[src/rtl/bcd_gray_pkg.sv]
// Shared types, limits and the Gray conversion helper for the BCD-to-Gray encoder.
package bcd_gray_pkg;

    typedef logic [3:0] bcd_t;
    typedef logic [3:0] gray_t;

    localparam bcd_t BCD_MAX = 4'd9;

    // Reflected Gray: each bit is the XOR of itself and the next-higher binary bit.
    function automatic gray_t bin2gray(input bcd_t bin);
        return gray_t'(bin ^ (bin >> 1));
    endfunction

endpackage

[src/rtl/bcd2gray_comb.sv]
// Purely combinational BCD-to-Gray conversion with a valid-digit flag (0-9 valid).
module bcd2gray_comb
    import bcd_gray_pkg::*;
(
    input  logic [3:0] bcd,
    output logic [3:0] gray,
    output logic       digit_ok
);

    always_comb begin
        gray     = bin2gray(bcd_t'(bcd));
        digit_ok = (bcd_t'(bcd) <= BCD_MAX);
    end

endmodule

[src/rtl/bcd_gray_encoder.sv]
// Ready/valid BCD-to-Gray encoder with a single-entry output slot, error strobe
// and emitted/rejected digit counters.
module bcd_gray_encoder
    import bcd_gray_pkg::*;
(
    input  logic       clk,
    input  logic       rst,
    input  logic [3:0] bcd_in,
    input  logic       bcd_valid,
    output logic       bcd_ready,
    output logic [3:0] gray_out,
    output logic       gray_valid,
    input  logic       gray_ready,
    output logic       err_pulse,
    output logic [7:0] enc_cnt,
    output logic [7:0] err_cnt
);

    typedef enum logic {SLOT_EMPTY = 1'b0, SLOT_FULL = 1'b1} slot_t;

    slot_t       slot_q, slot_d;
    gray_t       gray_q, gray_d;
    logic        err_pulse_q, err_pulse_d;
    logic [7:0]  enc_cnt_q, enc_cnt_d;
    logic [7:0]  err_cnt_q, err_cnt_d;

    gray_t       conv_gray;
    logic        conv_ok;
    logic        accept;
    logic        out_fire;

    bcd2gray_comb u_conv (
        .bcd      (bcd_in),
        .gray     (conv_gray),
        .digit_ok (conv_ok)
    );

    // Ready depends only on slot state and downstream ready, never on the input side.
    assign bcd_ready = (slot_q == SLOT_EMPTY) || gray_ready;
    assign accept    = bcd_valid && bcd_ready;
    assign out_fire  = (slot_q == SLOT_FULL) && gray_ready;

    always_comb begin
        slot_d      = slot_q;
        gray_d      = gray_q;
        err_pulse_d = 1'b0;
        enc_cnt_d   = enc_cnt_q;
        err_cnt_d   = err_cnt_q;

        if (out_fire) begin
            slot_d    = SLOT_EMPTY;
            enc_cnt_d = enc_cnt_q + 8'd1;
        end

        if (accept) begin
            if (conv_ok) begin
                slot_d = SLOT_FULL;
                gray_d = conv_gray;
            end else begin
                err_pulse_d = 1'b1;
                if (err_cnt_q != 8'hFF) begin
                    err_cnt_d = err_cnt_q + 8'd1;
                end
            end
        end
    end

    always_ff @(posedge clk) begin
        if (rst) begin
            slot_q      <= SLOT_EMPTY;
            gray_q      <= '0;
            err_pulse_q <= 1'b0;
            enc_cnt_q   <= '0;
            err_cnt_q   <= '0;
        end else begin
            slot_q      <= slot_d;
            gray_q      <= gray_d;
            err_pulse_q <= err_pulse_d;
            enc_cnt_q   <= enc_cnt_d;
            err_cnt_q   <= err_cnt_d;
        end
    end

    assign gray_valid = (slot_q == SLOT_FULL);
    assign gray_out   = gray_q;
    assign err_pulse  = err_pulse_q;
    assign enc_cnt    = enc_cnt_q;
    assign err_cnt    = err_cnt_q;

endmodule

[config.mk]
export PLATFORM = sky130hd
export DESIGN_NAME = bcd_gray_encoder
export DESIGN_NICKNAME = d
export VERILOG_FILES = /design/src/rtl/bcd_gray_pkg.sv /design/src/rtl/bcd2gray_comb.sv /design/src/rtl/bcd_gray_encoder.sv
export SDC_FILE = /design/constraint.sdc
export NUM_CORES = 1
export LEC_CHECK = 0
export ABC_AREA = 1
export CAP_MARGIN = 10
export CORE_MARGIN = 2
export CORE_UTILIZATION = 40
export CTS_CLUSTER_SIZE = 16
export DETAILED_ROUTE_END_ITERATION = 7
export PLACE_DENSITY = 0.76
export SYNTH_ARGS = -nofsm -noshare
export SYNTH_HDL_FRONTEND = slang
export SYNTH_SLANG_ARGS = --single-unit
[constraint.sdc]
create_clock -name clk -period 1.3 [get_ports clk]
set_input_delay 0.26 -clock clk [delete_from_list [all_inputs] [get_ports clk]]
set_output_delay 0.26 -clock clk [all_outputs]
set_load 0.05 [all_outputs]
* Word-level counts from Yosys, hierarchy flattened
Cells that the tools add are included.
Word-level totals: flip-flop bits (word level) 22
Operators by class: add/sub/neg operators 2, magnitude comparators 1, eq/ne operators 1, multiplexer cells 4, bitwise operators 4, reduce and logical (&&, ||, !) cells 6
Operator list (count):
- adder 8 x 1 -> 8 bit, second input constant | 2
- inequality test 8 bit, second input constant | 1
- <= comparator 4 bit, second input constant | 1
- two-way mux 1 bit | 4
- XOR 4 x 3 -> 4 bit | 1
- NOT 1 bit | 3
- AND reduction 3 bit | 1
- logical AND 1 bit | 2
- AND reduction 2 bit | 1
- OR reduction 2 bit | 1
- logical OR 1 bit | 1

* Logic depth before layout (Yosys ltp)
Gate-level depths: netlist of run 1.
word-level depth 5, mapped depth 11

* Modules after synthesis
Synthesis of run 1 repeated with hierarchy kept, for this count alone.
Unflattened totals: cells, all modules 174, area, all modules 1188.6 um^2
By module, submodules not included:
- bcd_gray_encoder | times used 1, cells an instance 158, area an instance 1084.8 um^2, sequential area each 440.4 um^2
- bcd2gray_comb | times used 1, cells an instance 16, area an instance 103.8 um^2, sequential area each 0.0 um^2

* Least setup slack after synthesis of run 1
Ideal clock, no wire load.
kind register to register, from register slot_q, in the netlist gray_valid, to register err_cnt_q[7], in the netlist err_cnt[7], arrival time 1.643 ns, required time 1.182 ns, path slack -0.461 ns, stages on the path, launching flop included 6, path buffers 0, cells stage by stage dfxtp_1 > nand2_1 > nand2_1 > nor2_4 > o21ai_0 > nor2_1
Between the ends: cells in the longest elaborated chain, start to end 4
Ends and longest elaborated chain:
- from (decl) | RTL line bcd_gray_encoder.sv:21 | slot_t slot_q, slot_d;
- from (signal assigned) | RTL line bcd_gray_encoder.sv:76 | slot_q <= slot_d;
- NOT 1 bit | RTL line bcd_gray_encoder.sv:39 | assign bcd_ready = (slot_q == SLOT_EMPTY) || gray_ready;
- logical OR 1 bit | RTL line bcd_gray_encoder.sv:39
- via bcd_ready | RTL line bcd_gray_encoder.sv:10 | output logic bcd_ready,
- logical AND 1 bit | RTL line bcd_gray_encoder.sv:40 | assign accept = bcd_valid && bcd_ready;
- AND reduction 3 bit (no line)
- to (signal assigned) | RTL line bcd_gray_encoder.sv:80 | err_cnt_q <= err_cnt_d;
- to (decl) | RTL line bcd_gray_encoder.sv:25 | logic [7:0] err_cnt_q, err_cnt_d;
The timed path passes the listed nets, and every way through them passes these cells. A chain may end at the register's enable or synchronous reset.

* Final worst setup path of run 1
from register err_cnt_q[2], in the netlist err_cnt[2], to output err_cnt[2]
RTL lines:
- to (decl) | RTL line bcd_gray_encoder.sv:16 | output logic [7:0] err_cnt
No word-level cell between the ends.

==> results of run 1 <==
## what timing repair did
| item | in CTS | in global routing |
|---|---|---|
| setup endpoints to repair | 14 | 9 |
| setup buffers | 1 | 0 |
| gates resized for setup | 23 | 9 |
| pin swaps | 8 | 1 |
| gates cloned | 1 | 0 |
## registers in the layout (all words and copies together) (netlist names)
signal,cells
enc_cnt,8
err_cnt,8
gray_out,4
err_pulse,1
gray_valid,1
## power by group
group | internal [mW] | leakage [nW] | total, mW | switching (mW)
Combinational | 0.240 | 0.702 | 0.519 | 0.279
Sequential | 0.710 | 0.186 | 0.761 | 0.0509
Clock | 0.235 | 0.0261 | 0.459 | 0.223
## path summary, 6_finish.rpt
kind              start     endpoint  slack [ns]  cells after the start
max          err_cnt[2]   err_cnt[2]        0.04                      2
min           bcd_in[3]  gray_out[3]        0.40                      3
max reg2reg  gray_valid   enc_cnt[6]        0.11                      8
min reg2reg  enc_cnt[2]   enc_cnt[2]        0.50                      2
## critical path: stages, from the launching register on
cell and delay [ns]:
sky130_fd_sc_hd__dfxtp_4 0.39, sky130_fd_sc_hd__buf_4 0.15, sky130_fd_sc_hd__buf_12 0.14
## layout make-up
| cell class | count | area (µm²) | share of cell area, % |
|---|---|---|---|
| clock buffers | 4 | 47.5 | 2.35 |
| inverters | 26 | 100 | 4.95 |
| multi-input cells | 127 | 749 | 37.0 |
| flip-flops and latches | 22 | 465 | 23.0 |
| well taps | 31 | 38.8 | 1.92 |
| repair buffers | 43 | 622 | 30.7 |
## per-stage QoR
stage	TNS (ns)	hold slack, ns	setup WS, ns	power (mW)
floorplan	0	0.322	0.0178	1.01
global placement	-6.66	0.477	-0.542	1.25
detailed placement	-7.19	0.480	-0.574	1.26
CTS	0	0.400	0.0346	1.74
global route	-0.0461	0.409	-0.0267	1.82
finish	0	0.398	0.0365	1.74
## cells by family after synthesis
logic type      after synthesis  synth area share, %
xor+xnor                      4                 2.97
fa+ha+maj                     6                 6.36
compound gates               10                 4.77
simple gates                106                 39.9
buf+inv                      27                 8.69
flops                        22                 37.3
## layer usage
layer  vias to the layer above  wire, µm
li1                        639         -
met1                       566      1260
met2                        48      1590
met3                         5       152
met4                         0        46
met5                         -         0
## cells in the final DEF, fill, tap and decap left out, drive strengths merged
master / n
a21oi: 4
nand2: 43
inv: 26
ha: 6
xnor2: 1
xor2: 3
clkdlybuf4s50: 2
dfxtp: 22
nor2: 41
nand4: 2
buf: 36
a21boi: 1
nor3: 6
nand3: 15
o21ai: 5
clkbuf: 4
dlygate4sd2: 5
==> key figures, run 1 <==
Floorplanning
  – Die Width: around 58 µm
  – Count of pins on the block boundary: 31
  – Overall die height: 58.3 µm
  – Initial Utilization: 42.5%
  – Area of the die: roughly 3400 µm²
  – Standard cell core area: 2780 µm²
  – Standard-cell rows: 19

Route
  – Wire per inst: 12.0 µm
  – Antenna viol nets, final: 0
  – Violation count after the first detailed-routing iteration: 68
  – Count of TritonRoute iterations in the first routing pass: 4
  – Overall via count from detail_route: 1258
  – Detailed-route DRC error count: 0
  – Routed vias/inst: 4.97
  – Routed wire length: 3040 µm

Placed design
  – Gpl congestion: 0.815
  – Post-detail-place hpwl: 2060 µm
  – Post-detailed-placement cell area: 1870 µm²
  – Number of placed instances with taps included: 248
  – Port buffer count: 30

Global route
  – GRT met1 Usage: 25.0%
  – Met2 track utilization from global routing: 33.5%
  – Residual overflow from global routing: 0
  – Pin count of the biggest net entering global routing: 14
  – Antenna violations before repair: 0
  – Vias in the first global route: 1197
  – Global-route wire length before repair: 5170 µm
  – Total track usage: 19.8%
  – Routing layer with the top usage in global route: met2
  – Met3 Use GR: 3.30%

STA
  – Largest clock skew in the final design: approximately 0.0025 ns
  – Actual transition at the worst max-transition pin: about 0.24 ns
  – Unrepaired setup endpoints after global routing: yes
  – Hold Vio Cnt, Final: 0
  – Shortest clock period the worst path allows after layout: 1.26 ns
  – Final Slew Violations: 0
  – Final-report setup violation count: 0
  – Headroom to the max-slew limit: 83.9%
  – Upper clock frequency limit: 791 MHz
  – Fin crit share: a little over nine tenths

Status
  – Outcome: finished, final reports clean

Layout
  – Fill cell instance count of the final layout: roughly 190
  – Post-route standard cell area excluding fillers: 2020 µm²
  – Share of post-route cells with drive strength above 1: 35.6%
  – Fin cells: 253
  – Final design utilization: 72.7%
  – N_diodes: 0
  – Layout area overhead: 71.3%
  – Total number of nets in the final design: 237

Yosys
  – Area share of the largest cell type after synthesis: 37.3%
  – Synth Net Count: 189
  – Synth area leaders: sky130_fd_sc_hd__dfxtp_1 (37%), sky130_fd_sc_hd__nand2_1 (13%), sky130_fd_sc_hd__nor2_1 (12%), sky130_fd_sc_hd__inv_1 (7.9%), sky130_fd_sc_hd__ha_1 (6.4%)
  – Count of flip-flops with a built-in enable after synthesis: 0
  – Register bit count reported by yosys: 22
  – Synth warn: 0
  – Proportion of synthesized flip-flops having asynchronous set or reset: 0%
  – Commonest cells post-synth: sky130_fd_sc_hd__nand2_1 (41), sky130_fd_sc_hd__nor2_1 (37), sky130_fd_sc_hd__inv_1 (25)
  – Distinct cell type count after synthesis: 19
  – Part of the Yosys area used for sequential elements: 37.3%
  – Most repeated cell in the gate-level netlist after synthesis: sky130_fd_sc_hd__nand2_1
  – Post-synth top flop: sky130_fd_sc_hd__dfxtp_1
  – Top cell type by total area after synthesis: sky130_fd_sc_hd__dfxtp_1
  – Mean instance size in the synthesized netlist: 6.75 µm²
  – Post-synthesis instance area: 1180 µm²
  – Post-Syn Instances: around 180

Clocking
  – Clock Pin Slew Worst Setup and Hold Paths: 0.12 ns
  – Clk Tree Root Cell: sky130_fd_sc_hd__clkbuf_4
  – Number of levels the H-tree was split into: 1
  – Clock network latency to the later pin of the worst-skew pair: between 0.3 and 0.4 ns
  – Clock sink count: 22
  – Bufs on Longest Clock Path: 2
  – Number of hold buffers added after CTS: 0
  – Inserted Clock Buffers: 3
  – TritonCTS clock tree: done

Worst setup path
  – Startpoint types: flip-flop
  – Type of element capturing the critical path: output pin
  – Critical Path AT: 1.00 ns
  – Maximum fanout along the worst path: 5
  – Start-to-end type of the worst setup path: flip-flop to output pin
  – Data required time of the worst path: around 1.0 ns

Pwr
  – Worst IR drop on VDD: 786 µV
  – Static leakage: 0.914 nW
  – Power per unit of standard cell area: roughly 860 nW/µm²

Min path
  – Hold crit path type: input port to flip-flop

Run
  – MaxCap Viol Count: 0
(Power assumes the default switching activity.)
==> run 2: changes to the inputs <==
CAP_MARGIN = 30   (was 10)
==> results of run 2 <==
Final layout, timing and power as in run 1 (identical DEF).
==> variant, RTL diff (flow settings as in run 2) <==
The output `err_pulse` loses its register stage (`err_pulse_q` becomes a continuous assignment).
--- a/src/rtl/bcd_gray_encoder.sv
+++ b/src/rtl/bcd_gray_encoder.sv
@@ -70,5 +70,4 @@
             slot_q      <= SLOT_EMPTY;
             gray_q      <= '0;
-            err_pulse_q <= 1'b0;
             enc_cnt_q   <= '0;
             err_cnt_q   <= '0;
@@ -76,9 +75,10 @@
             slot_q      <= slot_d;
             gray_q      <= gray_d;
-            err_pulse_q <= err_pulse_d;
             enc_cnt_q   <= enc_cnt_d;
             err_cnt_q   <= err_cnt_d;
         end
     end
+
+    assign err_pulse_q = err_pulse_d;
 
     assign gray_valid = (slot_q == SLOT_FULL);
Behaviour: not the same (a bounded check fails within 4 cycles, from zero or initial values and one cycle with rst high).
==> variant against run 2 <==
The run now ends with negative setup slack left. Area after synthesis is 1.7% lower. Core utilization up 0.67 points. First-iteration DRC count decreased by 56%. Routed wire length shrank 4.4%. Critical path depth is 2 higher. Die area decreased by 1.6%. Sequential cell count fell by 1. Setup slack got worse by 66 ps. Clock power fell by 31%. Power decreased by 8.4%. Final area hardly changed. Worst hold slack worse by 98 ps.
==> variant: results <==
metrics = {
    "status": {
        "status": "complete, but fails checks",
        "violations": "negative setup slack",
    },
    "sta": {
        "holdWs_ps": 300,
        "setup_viol_count_final": 3,
        "finalWorstSetupSlack_ps": -29.4,
        "fin_skew_ps": 3.50,
        "tightest_slew_ps": 286,
    },
    "pwr": {
        "comb_power_share_pct": 34.6,
        "ir_drop_uv": 688,
        "pwr-share-seq_pct": 45.3,
        "power.leakage_nw": 0.907,
    },
    "global_route": {
        "grt_pass1_wl_um": 4930,
        "grtUsageMet1_pct": 24.8,
        "track_usage_pct": 18.9,
        "use_met3_pct": 4.91,
    },
    "place": {
        "place_ws_ps": -703,
        "dp_cells": 250,
    },
    "detailed_routing": {
        "m1WireLength_um": 1320,
    },
    "synthesis": {
        "synth_cell_types": 20,
        "synth.area.top_cells": "dfxtp_1, nand2_1, nor2_1",
        "ys_seq_area_share_pct": 36.2,
    },
    "setup_path": {
        "critical_path_arrival_ps": 1070,
        "worstPathMaxFanout": 2,
    },
    "layout": {
        "fill_cells": 189,
    },
    "cts": {
        "worstSkewPairLatency_ps": 300,
    },
}
==> variant: changes by cell type after synthesis, sizes merged <==
cell and change:
clkinv +1, nor2 -2, inv +1, nand2 -1
o21ai +1, dfxtp -1
==> variant: cells by family (layout without fill, tap and decap cells) <==
family                   after synthesis  after routing  share of synthesized area, %
AO/OA/AOI/OAI                         11             11                          5.28
XOR/XNOR                               4              4                          3.02
adder cells (fa/ha/maj)                6              6                          6.47
buffers and inverters                 29             81                          9.59
flip-flops                            21             21                          36.2
AND/OR/NAND/NOR                      103            103                          39.4
==> variant: critical path, cell delays in order (launching register included) <==
cell	delay (ps)
dfxtp_4	390
nand2_8	60
nand2_4	50
nor2_4	120
buf_12	150
==> variant: what timing repair did <==
| item | CTS | global route |
|---|---|---|
| endpoints found under the setup margin | 15 | 11 |
| hold buffers | 0 | 0 |
| setup buffers | 3 | 0 |
| pin swaps | 3 | 2 |
| resized for setup | 27 | 9 |
==> variant: layout make-up <==
type	instances	area, um2	share of cell area [%]
Timing Repair Buffer	49	684	33.8
Sequential cell	21	440	21.8
Tap cell	31	38.8	1.92
Inverter	28	124	6.12
Clock buffer	4	26.3	1.30
Multi-Input combinational cell	124	711	35.1
==> variant: worst paths after layout <==
check,from,depth (start not counted),slack [ps],end
worst max register to register,gray_valid,7,-20,err_cnt[3]
worst min-delay path,bcd_in[3],3,300,gray_out[3]
worst min register to register,enc_cnt[2],2,500,enc_cnt[2]
worst max-delay path,gray_valid,4,-30,err_pulse
==> variant: per-stage QoR <==
step	power [mW]	area, um2	setup TNS (ps)
global placement	1.25	1940	-9220
CTS	1.58	2000	-28.7
floorplan	0.983	1230	-387
global route	1.68	2020	-289
detailed placement	1.26	1940	-9960
finish	1.59	2020	-53.1
